File: config.mk
export PLATFORM = sky130hd
export DESIGN_NAME = cnn_conv_engine_flat
export DESIGN_NICKNAME = d
export VERILOG_FILES = /design/src/rtl/cnn_conv_engine_pkg.sv /design/src/rtl/cnn_conv_engine_if.sv /design/src/rtl/cnn_conv_engine_mac_lane.sv /design/src/rtl/cnn_conv_engine.sv /design/src/flat_wrapper.sv
export SDC_FILE = /design/constraint.sdc
export NUM_CORES = 1
export LEC_CHECK = 0
export BUFFER_PORTS_ARGS = -buffer_cell sky130_fd_sc_hd__buf_2
export CORE_ASPECT_RATIO = 1.4
export CORE_MARGIN = 1.5
export CORE_UTILIZATION = 49
export DETAILED_ROUTE_END_ITERATION = 8
export PLACE_DENSITY = 0.7
export SETUP_SLACK_MARGIN = 0.4
export SYNTH_ARGS = -nofsm -noshare
export SYNTH_HDL_FRONTEND = slang
export SYNTH_SLANG_ARGS = --single-unit
File: constraint.sdc
create_clock -name clk_i -period 14.6 [get_ports clk_i]
set_input_delay 0.73 -clock clk_i [delete_from_list [all_inputs] [get_ports clk_i]]
set_output_delay 0.73 -clock clk_i [all_outputs]
set_load 0.05 [all_outputs]
File: src/rtl/cnn_conv_engine_pkg.sv
// ============================================================================
// Module   : cnn_pkg
// Purpose  : Shared types and constants for the sequential K x K convolution
//            MAC engine: FSM state encoding, default widths and the helper
//            that derives the number of accumulation beats.
// Ports    : none (package)
// Revision : 1.0 - initial release
// ============================================================================
`default_nettype none

package cnn_pkg;

    // Default build parameters shared by the interface, lane and engine.
    localparam int unsigned c_DEF_DATA_WIDTH  = 8;
    localparam int unsigned c_DEF_ACC_WIDTH   = 32;
    localparam int unsigned c_DEF_KERNEL_SIZE = 3;
    localparam int unsigned c_DEF_LANES       = 1;

    typedef enum logic [1:0] {
        IDLE  = 2'd0,
        ACCUM = 2'd1,
        DONE  = 2'd2
    } cnn_conv_state_e;

    // Beats needed to consume n taps with `lanes` multipliers per beat.
    function automatic int unsigned cnn_beats(input int unsigned n,
                                              input int unsigned lanes);
        return (n + lanes - 1) / lanes;
    endfunction

endpackage : cnn_pkg

`default_nettype wire

File: src/rtl/cnn_conv_engine_if.sv
// ============================================================================
// Module   : cnn_conv_engine_if
// Purpose  : Handshake/data bundle of the convolution engine.
//            slave  modport : seen by the engine
//            master modport : seen by the producer/consumer driving it
// Signals  : flush_i, in_valid_i, in_ready_o, window_i, weight_i, bias_i,
//            out_valid_o, out_ready_i, result_o, busy_o
//            (_i / _o suffixes are from the engine's point of view)
// Revision : 1.0 - initial release
// ============================================================================
`default_nettype none

interface cnn_conv_engine_if
    import cnn_pkg::*;
#(
    parameter int unsigned DATA_WIDTH  = c_DEF_DATA_WIDTH,
    parameter int unsigned ACC_WIDTH   = c_DEF_ACC_WIDTH,
    parameter int unsigned KERNEL_SIZE = c_DEF_KERNEL_SIZE
);
    localparam int unsigned N_TAPS = KERNEL_SIZE * KERNEL_SIZE;

    logic                         flush_i;
    logic                         in_valid_i;
    logic                         in_ready_o;
    logic [N_TAPS*DATA_WIDTH-1:0] window_i;
    logic [N_TAPS*DATA_WIDTH-1:0] weight_i;
    logic [ACC_WIDTH-1:0]         bias_i;
    logic                         out_valid_o;
    logic                         out_ready_i;
    logic [ACC_WIDTH-1:0]         result_o;
    logic                         busy_o;

    modport slave (
        input  flush_i, in_valid_i, window_i, weight_i, bias_i, out_ready_i,
        output in_ready_o, out_valid_o, result_o, busy_o
    );

    modport master (
        output flush_i, in_valid_i, window_i, weight_i, bias_i, out_ready_i,
        input  in_ready_o, out_valid_o, result_o, busy_o
    );

endinterface : cnn_conv_engine_if

`default_nettype wire

File: src/rtl/cnn_conv_engine_mac_lane.sv
// ============================================================================
// Module   : cnn_mac_lane
// Purpose  : Combinational LANES-wide signed multiply plus reduction. Lane l
//            multiplies tap (idx_i + l); lanes past the last tap contribute 0.
//            Products are sign-extended to ACC_WIDTH and summed modulo
//            2^ACC_WIDTH into one partial sum per beat.
// Ports    : window_i  N_TAPS*DATA_WIDTH  latched pixels, row-major
//            weight_i  N_TAPS*DATA_WIDTH  latched weights, row-major
//            idx_i     IDX_W              first tap of this beat
//            psum_o    ACC_WIDTH          signed partial sum of the beat
// Revision : 1.0 - initial release
// ============================================================================
`default_nettype none

module cnn_mac_lane
    import cnn_pkg::*;
#(
    parameter int unsigned DATA_WIDTH = c_DEF_DATA_WIDTH,
    parameter int unsigned ACC_WIDTH  = c_DEF_ACC_WIDTH,
    parameter int unsigned N_TAPS     = 9,
    parameter int unsigned LANES      = c_DEF_LANES,
    parameter int unsigned IDX_W      = 5
) (
    input  wire logic [N_TAPS*DATA_WIDTH-1:0] window_i,
    input  wire logic [N_TAPS*DATA_WIDTH-1:0] weight_i,
    input  wire logic [IDX_W-1:0]             idx_i,
    output logic      [ACC_WIDTH-1:0]         psum_o
);

    logic signed [ACC_WIDTH-1:0] w_ext [LANES];
    logic signed [ACC_WIDTH-1:0] w_sum;

    for (genvar l = 0; l < LANES; l++) begin : g_lane
        logic [IDX_W-1:0]               w_tap;
        logic signed [DATA_WIDTH-1:0]   w_px;
        logic signed [DATA_WIDTH-1:0]   w_wt;
        logic signed [2*DATA_WIDTH-1:0] w_prod;

        assign w_tap = idx_i + IDX_W'(l);

        // Constant-index tap mux; an out-of-range tap matches nothing and
        // leaves the operands at zero, which zeroes the tail lanes.
        always_comb begin
            w_px = '0;
            w_wt = '0;
            for (int t = 0; t < int'(N_TAPS); t++) begin
                if (w_tap == IDX_W'(t)) begin
                    w_px = window_i[t*DATA_WIDTH +: DATA_WIDTH];
                    w_wt = weight_i[t*DATA_WIDTH +: DATA_WIDTH];
                end
            end
        end

        assign w_prod   = w_px * w_wt;
        assign w_ext[l] = ACC_WIDTH'(w_prod);
    end

    always_comb begin
        w_sum = '0;
        for (int l = 0; l < int'(LANES); l++) begin
            w_sum = w_sum + w_ext[l];
        end
    end

    assign psum_o = w_sum;

endmodule : cnn_mac_lane

`default_nettype wire

File: src/rtl/cnn_conv_engine.sv
// ============================================================================
// Module   : cnn_conv_engine
// Purpose  : Sequential K x K convolution MAC engine. Accepts one window,
//            weight set and bias per transaction, accumulates LANES products
//            per beat starting from the bias, and returns one ACC_WIDTH
//            result over a valid/ready handshake. flush_i aborts to IDLE.
//            Optional feature: define CNN_CONV_RELU_EN to clamp negative
//            results to zero when the result is registered.
// Ports    : clk_i    clock
//            rst_i    asynchronous reset, active-high
//            conv_if  cnn_conv_engine_if.slave (flush, input handshake with
//                     window/weight/bias, output handshake with result, busy)
// Revision : 1.0 - initial release
// ============================================================================
`default_nettype none

module cnn_conv_engine
    import cnn_pkg::*;
#(
    parameter int unsigned DATA_WIDTH  = c_DEF_DATA_WIDTH,
    parameter int unsigned ACC_WIDTH   = c_DEF_ACC_WIDTH,
    parameter int unsigned KERNEL_SIZE = c_DEF_KERNEL_SIZE,
    parameter int unsigned LANES       = c_DEF_LANES
) (
    input  wire logic          clk_i,
    input  wire logic          rst_i,
    cnn_conv_engine_if.slave   conv_if
);

    localparam int unsigned N_TAPS = KERNEL_SIZE * KERNEL_SIZE;
    // Holds idx + LANES on the final beat without overflowing.
    localparam int unsigned IDX_W  = $clog2(N_TAPS + 2 * LANES + 1);
    localparam int unsigned BEATS  = cnn_beats(N_TAPS, LANES);

    cnn_conv_state_e              state_q;
    logic [IDX_W-1:0]             idx_q;
    logic [ACC_WIDTH-1:0]         acc_q;
    logic [N_TAPS*DATA_WIDTH-1:0] win_q;
    logic [N_TAPS*DATA_WIDTH-1:0] wgt_q;
    logic [ACC_WIDTH-1:0]         result_q;
    logic                         out_valid_q;
    logic                         in_ready_q;
    logic                         busy_q;

    logic [ACC_WIDTH-1:0]         psum;
    logic [ACC_WIDTH-1:0]         acc_d;
    logic [IDX_W-1:0]             idx_d;
    logic [ACC_WIDTH-1:0]         result_d;
    logic                         last_beat;

    cnn_mac_lane #(
        .DATA_WIDTH (DATA_WIDTH),
        .ACC_WIDTH  (ACC_WIDTH),
        .N_TAPS     (N_TAPS),
        .LANES      (LANES),
        .IDX_W      (IDX_W)
    ) u_mac_lane (
        .window_i (win_q),
        .weight_i (wgt_q),
        .idx_i    (idx_q),
        .psum_o   (psum)
    );

    assign acc_d     = acc_q + psum;
    assign idx_d     = idx_q + IDX_W'(LANES);
    assign last_beat = (idx_d >= IDX_W'(N_TAPS));

`ifdef CNN_CONV_RELU_EN
    assign result_d = acc_d[ACC_WIDTH-1] ? '0 : acc_d;
`else
    assign result_d = acc_d;
`endif

    always_ff @(posedge clk_i or posedge rst_i) begin
        if (rst_i) begin
            state_q     <= IDLE;
            idx_q       <= '0;
            acc_q       <= '0;
            win_q       <= '0;
            wgt_q       <= '0;
            result_q    <= '0;
            out_valid_q <= 1'b0;
            in_ready_q  <= 1'b1;
            busy_q      <= 1'b0;
        end else if (conv_if.flush_i) begin
            // Abort wins over any handshake this cycle; result_q is kept.
            state_q     <= IDLE;
            idx_q       <= '0;
            acc_q       <= '0;
            out_valid_q <= 1'b0;
            in_ready_q  <= 1'b1;
            busy_q      <= 1'b0;
        end else begin
            case (state_q)
                IDLE: begin
                    if (conv_if.in_valid_i) begin
                        win_q      <= conv_if.window_i;
                        wgt_q      <= conv_if.weight_i;
                        acc_q      <= conv_if.bias_i;
                        idx_q      <= '0;
                        state_q    <= ACCUM;
                        in_ready_q <= 1'b0;
                        busy_q     <= 1'b1;
                    end
                end
                ACCUM: begin
                    acc_q <= acc_d;
                    idx_q <= idx_d;
                    if (last_beat) begin
                        result_q    <= result_d;
                        out_valid_q <= 1'b1;
                        state_q     <= DONE;
                    end
                end
                DONE: begin
                    if (conv_if.out_ready_i) begin
                        state_q     <= IDLE;
                        idx_q       <= '0;
                        out_valid_q <= 1'b0;
                        in_ready_q  <= 1'b1;
                        busy_q      <= 1'b0;
                    end
                end
                default: begin
                    state_q     <= IDLE;
                    idx_q       <= '0;
                    acc_q       <= '0;
                    out_valid_q <= 1'b0;
                    in_ready_q  <= 1'b1;
                    busy_q      <= 1'b0;
                end
            endcase
        end
    end

    // All outputs come straight from flops: no input-to-output comb path.
    assign conv_if.in_ready_o  = in_ready_q;
    assign conv_if.out_valid_o = out_valid_q;
    assign conv_if.result_o    = result_q;
    assign conv_if.busy_o      = busy_q;

    // Kept for elaboration-time sanity of the beat count.
    if (BEATS < 1) begin : g_bad_cfg
        $error("cnn_conv_engine: LANES/KERNEL_SIZE give zero beats");
    end

endmodule : cnn_conv_engine

`default_nettype wire

File: src/flat_wrapper.sv
// flat-port wrapper written by rule: the top's interface ports become plain ports
module cnn_conv_engine_flat import cnn_pkg::*;
#(
    parameter int unsigned DATA_WIDTH  = c_DEF_DATA_WIDTH,
    parameter int unsigned ACC_WIDTH   = c_DEF_ACC_WIDTH,
    parameter int unsigned KERNEL_SIZE = c_DEF_KERNEL_SIZE,
    parameter int unsigned LANES       = c_DEF_LANES
)
  (clk_i, rst_i, conv_if_flush_i, conv_if_in_valid_i, conv_if_window_i, conv_if_weight_i, conv_if_bias_i, conv_if_out_ready_i, conv_if_in_ready_o, conv_if_out_valid_o, conv_if_result_o, conv_if_busy_o);
  cnn_conv_engine_if #(.DATA_WIDTH(DATA_WIDTH), .ACC_WIDTH(ACC_WIDTH), .KERNEL_SIZE(KERNEL_SIZE)) conv_if_i ();
  input  wire logic clk_i;
  input  wire logic rst_i;
  input wire logic [$bits(conv_if_i.flush_i)-1:0] conv_if_flush_i;
  input wire logic [$bits(conv_if_i.in_valid_i)-1:0] conv_if_in_valid_i;
  input wire logic [$bits(conv_if_i.window_i)-1:0] conv_if_window_i;
  input wire logic [$bits(conv_if_i.weight_i)-1:0] conv_if_weight_i;
  input wire logic [$bits(conv_if_i.bias_i)-1:0] conv_if_bias_i;
  input wire logic [$bits(conv_if_i.out_ready_i)-1:0] conv_if_out_ready_i;
  output wire logic [$bits(conv_if_i.in_ready_o)-1:0] conv_if_in_ready_o;
  output wire logic [$bits(conv_if_i.out_valid_o)-1:0] conv_if_out_valid_o;
  output wire logic [$bits(conv_if_i.result_o)-1:0] conv_if_result_o;
  output wire logic [$bits(conv_if_i.busy_o)-1:0] conv_if_busy_o;
  assign conv_if_i.flush_i = conv_if_flush_i;
  assign conv_if_i.in_valid_i = conv_if_in_valid_i;
  assign conv_if_i.window_i = conv_if_window_i;
  assign conv_if_i.weight_i = conv_if_weight_i;
  assign conv_if_i.bias_i = conv_if_bias_i;
  assign conv_if_i.out_ready_i = conv_if_out_ready_i;
  assign conv_if_in_ready_o = conv_if_i.in_ready_o;
  assign conv_if_out_valid_o = conv_if_i.out_valid_o;
  assign conv_if_result_o = conv_if_i.result_o;
  assign conv_if_busy_o = conv_if_i.busy_o;
  cnn_conv_engine #(.DATA_WIDTH(DATA_WIDTH), .ACC_WIDTH(ACC_WIDTH), .KERNEL_SIZE(KERNEL_SIZE), .LANES(LANES)) u_core (.clk_i(clk_i), .rst_i(rst_i), .conv_if(conv_if_i));
endmodule
==> After elaboration in Yosys (flattened, before gate mapping) <==
Index checks and enable logic that the tools add are counted.
W data, S select, Z words.
{ "word_totals": {"word_cells": 80, "out_inout_bits": 35, "input_bits": 181, "regBits": 217} }
{ "op_classes": {"bitwise_logic": 1, "n_addsub": 2, "mul": 1, "eq_ne": 16, "n_lt_le_gt_ge": 1, "reduce_logical": 9, "muxes": 41} }
{ "op_table": {"columns": ["cell", "count"], "rows": [
  ["$mux W8", 18],
  ["$pmux W32 S3", 1],
  ["$mux W32", 2],
  ["$add A32 B32 Y32", 1],
  ["$eq A4 B3 Y1 const B", 4],
  ["$mul A8 B8 Y16", 1],
  ["$reduce_and A3 Y1", 5],
  ["$mux W4", 3],
  ["$pmux W4 S3", 1],
  ["$pmux W1 S3", 3],
  ["$eq A4 B2 Y1 const B", 2],
  ["$mux W1", 8],
  ["$mux W2", 4],
  ["$ne A2 B2 Y1 const B", 3],
  ["$ne A3 B3 Y1 const B", 2],
  ["$pmux W2 S3", 1],
  ["$add A4 B1 Y4 const B", 1],
  ["$eq A4 B1 Y1 const B", 1],
  ["$eq A4 B4 Y1 const B", 1],
  ["$ge A4 B4 Y1 const B", 1],
  ["$logic_not A4 Y1", 1],
  ["$reduce_and A2 Y1", 2],
  ["$ne A3 B2 Y1 const B", 1],
  ["$eq A2 B1 Y1 const B", 1],
  ["other kinds (3)", 3]
]} }

==> Depth between registers and ports, before layout <==
{ "logic_depth": {"ltp_word": 14, "mapped_depth": 38, "depth_no_buf": 36} }

==> Cells and area by module <==
From an unflattened synthesis, not the netlist that was laid out.
{ "hier_totals": {"cells_unflattened": 1403, "area_unflattened_um2": 14550.2} }
{ "by_module_without_submodules": {"columns": ["mod", "cells_per_inst", "n_inst", "seq_area_each_um2", "area_per_inst_um2"], "rows": [
  ["cnn_conv_engine", 863, 1, 5431.5, 10153.5],
  ["cnn_mac_lane", 540, 1, 0.0, 4396.7]
]} }

==> Worst setup path after synthesis <==
No wires, ideal clock.
{ "synth_path": {"kind": "reg2reg", "startpoint": "register u_core.idx_q[0]", "endpoint": "register u_core.result_q[29], in the netlist u_core.conv_if.result_o[29]", "setup_ns": 0.125, "path_stages_with_launch": 35, "arrival_time_ns": 8.326, "t_required_ns": 14.475, "slack_ns": 6.149, "path_cell_list": "dfrtp_1 > inv_1 > ha_1 > clkbuf_1 > clkbuf_1 > nand3b_1 > a21oi_1 > a21oi_1 > o21ai_0 > a221oi_1 > o21ai_0 > o211ai_1 > or2_2 > fa_1 > fa_1 > inv_1 > fa_1 > inv_1 > fa_1 > inv_1 > ha_1 > o21ai_0 > nor4_1 > or2_2 > o41ai_2 > xnor2_1 > ha_1 > nand4_1 > inv_1 > a221o_1 > nand2b_1 > o21ai_4 > o311ai_4 > xnor2_1 > mux2_4"} }
{ "synth_via": {"elab_chain_cells": 12} }
{ "synth_rtl": {"columns": ["element", "line_no", "rtl"], "rows": [
  ["from (decl)", "cnn_conv_engine.sv:36", "logic [IDX_W-1:0] idx_q;"],
  ["from (signal assigned)", "cnn_conv_engine.sv:108", "idx_q <= idx_d;"],
  ["$logic_not A4 Y1", "cnn_conv_engine_mac_lane.sv:47", "if (w_tap == IDX_W'(t)) begin"],
  ["$mux W8 (9 in a row)", "cnn_conv_engine_mac_lane.sv:47", null],
  ["$mul A8 B8 Y16", "cnn_conv_engine_mac_lane.sv:54", "assign w_prod = w_px * w_wt;"],
  ["$add A32 B32 Y32", "cnn_conv_engine.sv:64", "assign acc_d = acc_q + psum;"],
  ["to (signal assigned)", "cnn_conv_engine.sv:110", "result_q <= result_d;"],
  ["to (decl)", "cnn_conv_engine.sv:40", "logic [ACC_WIDTH-1:0] result_q;"]
]} }
Several ways; a longest one is shown, not always the timed one.
A chain may end at the register's enable or synchronous reset.

==> Worst setup path in the final report <==
Same ends and word-level chain as after synthesis.

==> summary.md <==
| Metric | Value |
|---|---|
| Data arrival time of the critical path | `roughly 10 ns` |
| Cells after synthesis | `1349` |
| Slew @ Worst Pin | `1.093 ns` |
| Vias per cell | `between 5 and 6` |
| GR Overflow Total | `0` |
| Primary FF master, synth | `dfrtp_1` |
| # rows | `72` |
| Kind of critical path | `flop to flop` |
| Minimum clock period | `around 10 ns` |
| Die height | `between 200 and 250 um` |
| Tcrit/Tclk final | `0.6704` |
| I/O Buffers | `between 200 and 250` |
| Sequential fraction of the synthesis area | `0.3942` |
| Routed wire length | `~35000 um` |
| Post-synth cell types | `66` |
| Vias in the first global route | `between 10k and 15k` |
| CTS Hold Bufs | `0` |
| Post-cts resize count | `0` |
| Top post-synthesis cells by area | `dfrtp_1, mux2_2, fa_1` |
| Non-Filler Instances | `between 1.5k and 2k` |
| Area of the multi-input gates | `a little under 0.008 mm2` |
| Post-Route Skew | `around 0.0082 ns` |
| First-pass GRT wire length | `about 55000 um` |
| DRC Markers | `0` |
| Die span in x | `roughly 140 um` |
| Largest fanout on the critical path | `18` |
| Critical Path End Type | `flop` |
| Commonest non-fill, non-tap cells in the layout | `dfrtp_1, buf_2, mux2_2` |
| Total die area | `slightly below 0.03 mm2` |
| Average wire per standard cell | `approximately 18 um` |
| # IOs | `around 220` |
| Commonest non-fill, non-tap cell in the layout | `dfrtp_1` |
| Rel. slew slack | `0.2685` |
| Layout cells sized above 1 | `0.2886` |
| Clock latency on the worst-skew pair | `~0.52 ns` |
| CTS tree | `built` |
| Post-Syn Area | `0.01378 mm2` |
| Max Clock Freq | `between 0.1 and 0.15 GHz` |
| Hold_ws | `0.2851 ns` |
| Ys Warns | `0` |
| Async SR Flop Fraction | `1.000` |
| Cell area after layout | `approximately 0.016 mm2` |
| Cell Area, Placed | `~0.015 mm2` |
| CTS H-tree depth | `1` |
| GRT Util Overall | `0.2397` |
| CP startpoint kind | `flop` |
| Clock Sink Count | `about 220` |
| Data required time of the worst path | `15.00 ns` |
| Root Buffer | `clkbuf_16` |
| Core area | `around 0.028 mm2` |
| Clock transition at path regs | `roughly 0.06 ns` |
| MaxCap Viol Count | `0` |
| Hold Crit Class | `primary input to async pin` |
| Final net count | `1836` |
| TritonCTS Buffers | `23` |
| Maximum clock insertion buffer count | `3` |
| CP max stage delay | `around 0.74 ns` |
| Synth area leader | `dfrtp_1` |
| Post-Syn Nets | `between 1.5k and 2k` |
| Vias | `10.61k` |
| Slowest cell on the critical path | `nand3b_1` |
| CP startpoint | `u_core.idx_q[0]$_DFFE_PP0P_` |
| 1st-iter DRT viols | `around 500` |
| Post-CTS Setup Bufs | `0` |
| Hold Fails Final Rpt | `0` |
| Routability cong. | `~0.9` |
| Antenna violations before repair | `3` |
| Crit-path most repeated cell | `inv_1` |
| FILL cells | `roughly 2.4k` |
| Pin count of the biggest net entering global routing | `around 90` |
| Synth top area share | `0.3923` |
| Final setup viols | `0` |
| FF/Latch Area | `about 0.0054 mm2` |
| Pre-antenna DRT Iters | `5` |
| RR Startpoint | `u_core.idx_q[0]$_DFFE_PP0P_` |
| Mean post-synth cell area | `~10 um2` |
| Status | `finished clean` |
| Setup TNS | `0 ns` |
| Starting density of the core | `0.4982` |
| RSZ-0062 raised after global routing | `false` |
| Placed cells | `1877` |
| Number of enable flip-flop cells after synthesis | `0` |
| Detailed Place HPWL | `26170 um` |
| Slew Viols, Final | `0` |
| Post-synthesis register bit count | `approximately 220` |
| Post-route ant nets | `0` |
| P&R area growth vs syn | `15.90%` |
==> logic make-up (layout without fill, tap and decap cells) <==
| kind of cell | after synthesis | count (layout) | synth area share |
|---|---|---|---|
| simple gates | 338 | 338 | 0.1132 |
| compound gates | 292 | 292 | 0.1378 |
| flops | 217 | 217 | 0.3942 |
| mux | 168 | 168 | 0.1360 |
| buf+inv | 165 | 365 | 0.04577 |
| fa+ha+maj | 123 | 123 | 0.1428 |
| xor+xnor | 46 | 46 | 0.03024 |
| other cells | 0 | 2 | 0 |
==> worst paths after layout <==
kind	end	slack, ns	depth (start not counted)
max reg2reg	u_core.conv_if.result_o[29]$_DFFE_PP0P_	4.81	30
min reg2reg	u_core.conv_if.result_o[15]$_DFFE_PP0P_	0.47	2
max in group asynchronous	u_core.acc_q[2]$_DFFE_PP0P_	12.98	3
min	u_core.wgt_q[12]$_DFFE_PP0P_	0.29	2
max	u_core.conv_if.result_o[29]$_DFFE_PP0P_	4.81	30
min in group clk_i	u_core.win_q[52]$_DFFE_PP0P_	0.44	2
==> synth_stat cells (10+ instances only) <==
| cell type | n |
|---|---|
| dfrtp_1 | 216 |
| nand3b_1 | 19 |
| xor2_1 | 17 |
| clkbuf_1 | 57 |
| nor2_1 | 98 |
| ha_1 | 66 |
| o21ai_0 | 91 |
| nand2b_1 | 10 |
| nand2_1 | 140 |
| mux2i_1 | 17 |
| xnor2_1 | 28 |
| a21o_1 | 20 |
| a221oi_1 | 14 |
| mux2_2 | 150 |
| a21oi_1 | 77 |
| o211ai_1 | 17 |
| inv_1 | 98 |
| or2_2 | 18 |
| fa_1 | 57 |
| o22a_1 | 15 |
| nor2b_1 | 11 |
==> flip-flops by register name, indices dropped and copies added (netlist names) <==
register and flops:
u_core.conv_if.result_o 32, u_core.conv_if.out_valid_o 1, u_core.win_q 72, u_core.conv_if.in_ready_o 1, u_core.state_q 2, u_core.acc_q 32, u_core.wgt_q 72, u_core.idx_q 4
u_core.conv_if.busy_o 1
==> area by class of cell <==
type | instances | area share
antenna | 2 | 0.0003134
clock buffer | 32 | 0.04129
clock inverter | 10 | 0.01003
inverter | 98 | 0.02351
multi-input combinational | 967 | 0.4837
sequential | 217 | 0.3401
tap | 370 | 0.02899
timing repair buffer | 225 | 0.07208
==> worst max-delay path: cells and delay by family, from the launching register on <==
family	cells	cell delay, ns
mux	1	0.27
simple gates	8	2.82
flops	1	0.43
xor+xnor	2	0.33
buf+inv	6	0.62
compound gates	6	1.84
fa+ha+maj	7	3.34
==> per-stage QoR <==
| stage | worst slack [ns] | util |
|---|---|---|
| finish | 4.812 | 0.5774 |
| global route | 4.175 | 0.5772 |
| CTS | 4.820 | 0.5772 |
| detailed placement | 4.875 | 0.5476 |
| global placement | 5.049 | 0.5476 |
| floorplan | 6.149 | - |
==> layer usage <==
layer  vias up  GRT usage  part of all wire
li1       5023          -                 -
met1      5216     0.2992              0.41
met2       306     0.4228              0.51
met3        67    0.03451             0.051
met4         2    0.07648             0.030
met5         -          0           0.00035
Power is left out: the tool's default activity adds up to more than one toggle a clock period on the data nets, which glitch-free logic cannot reach.
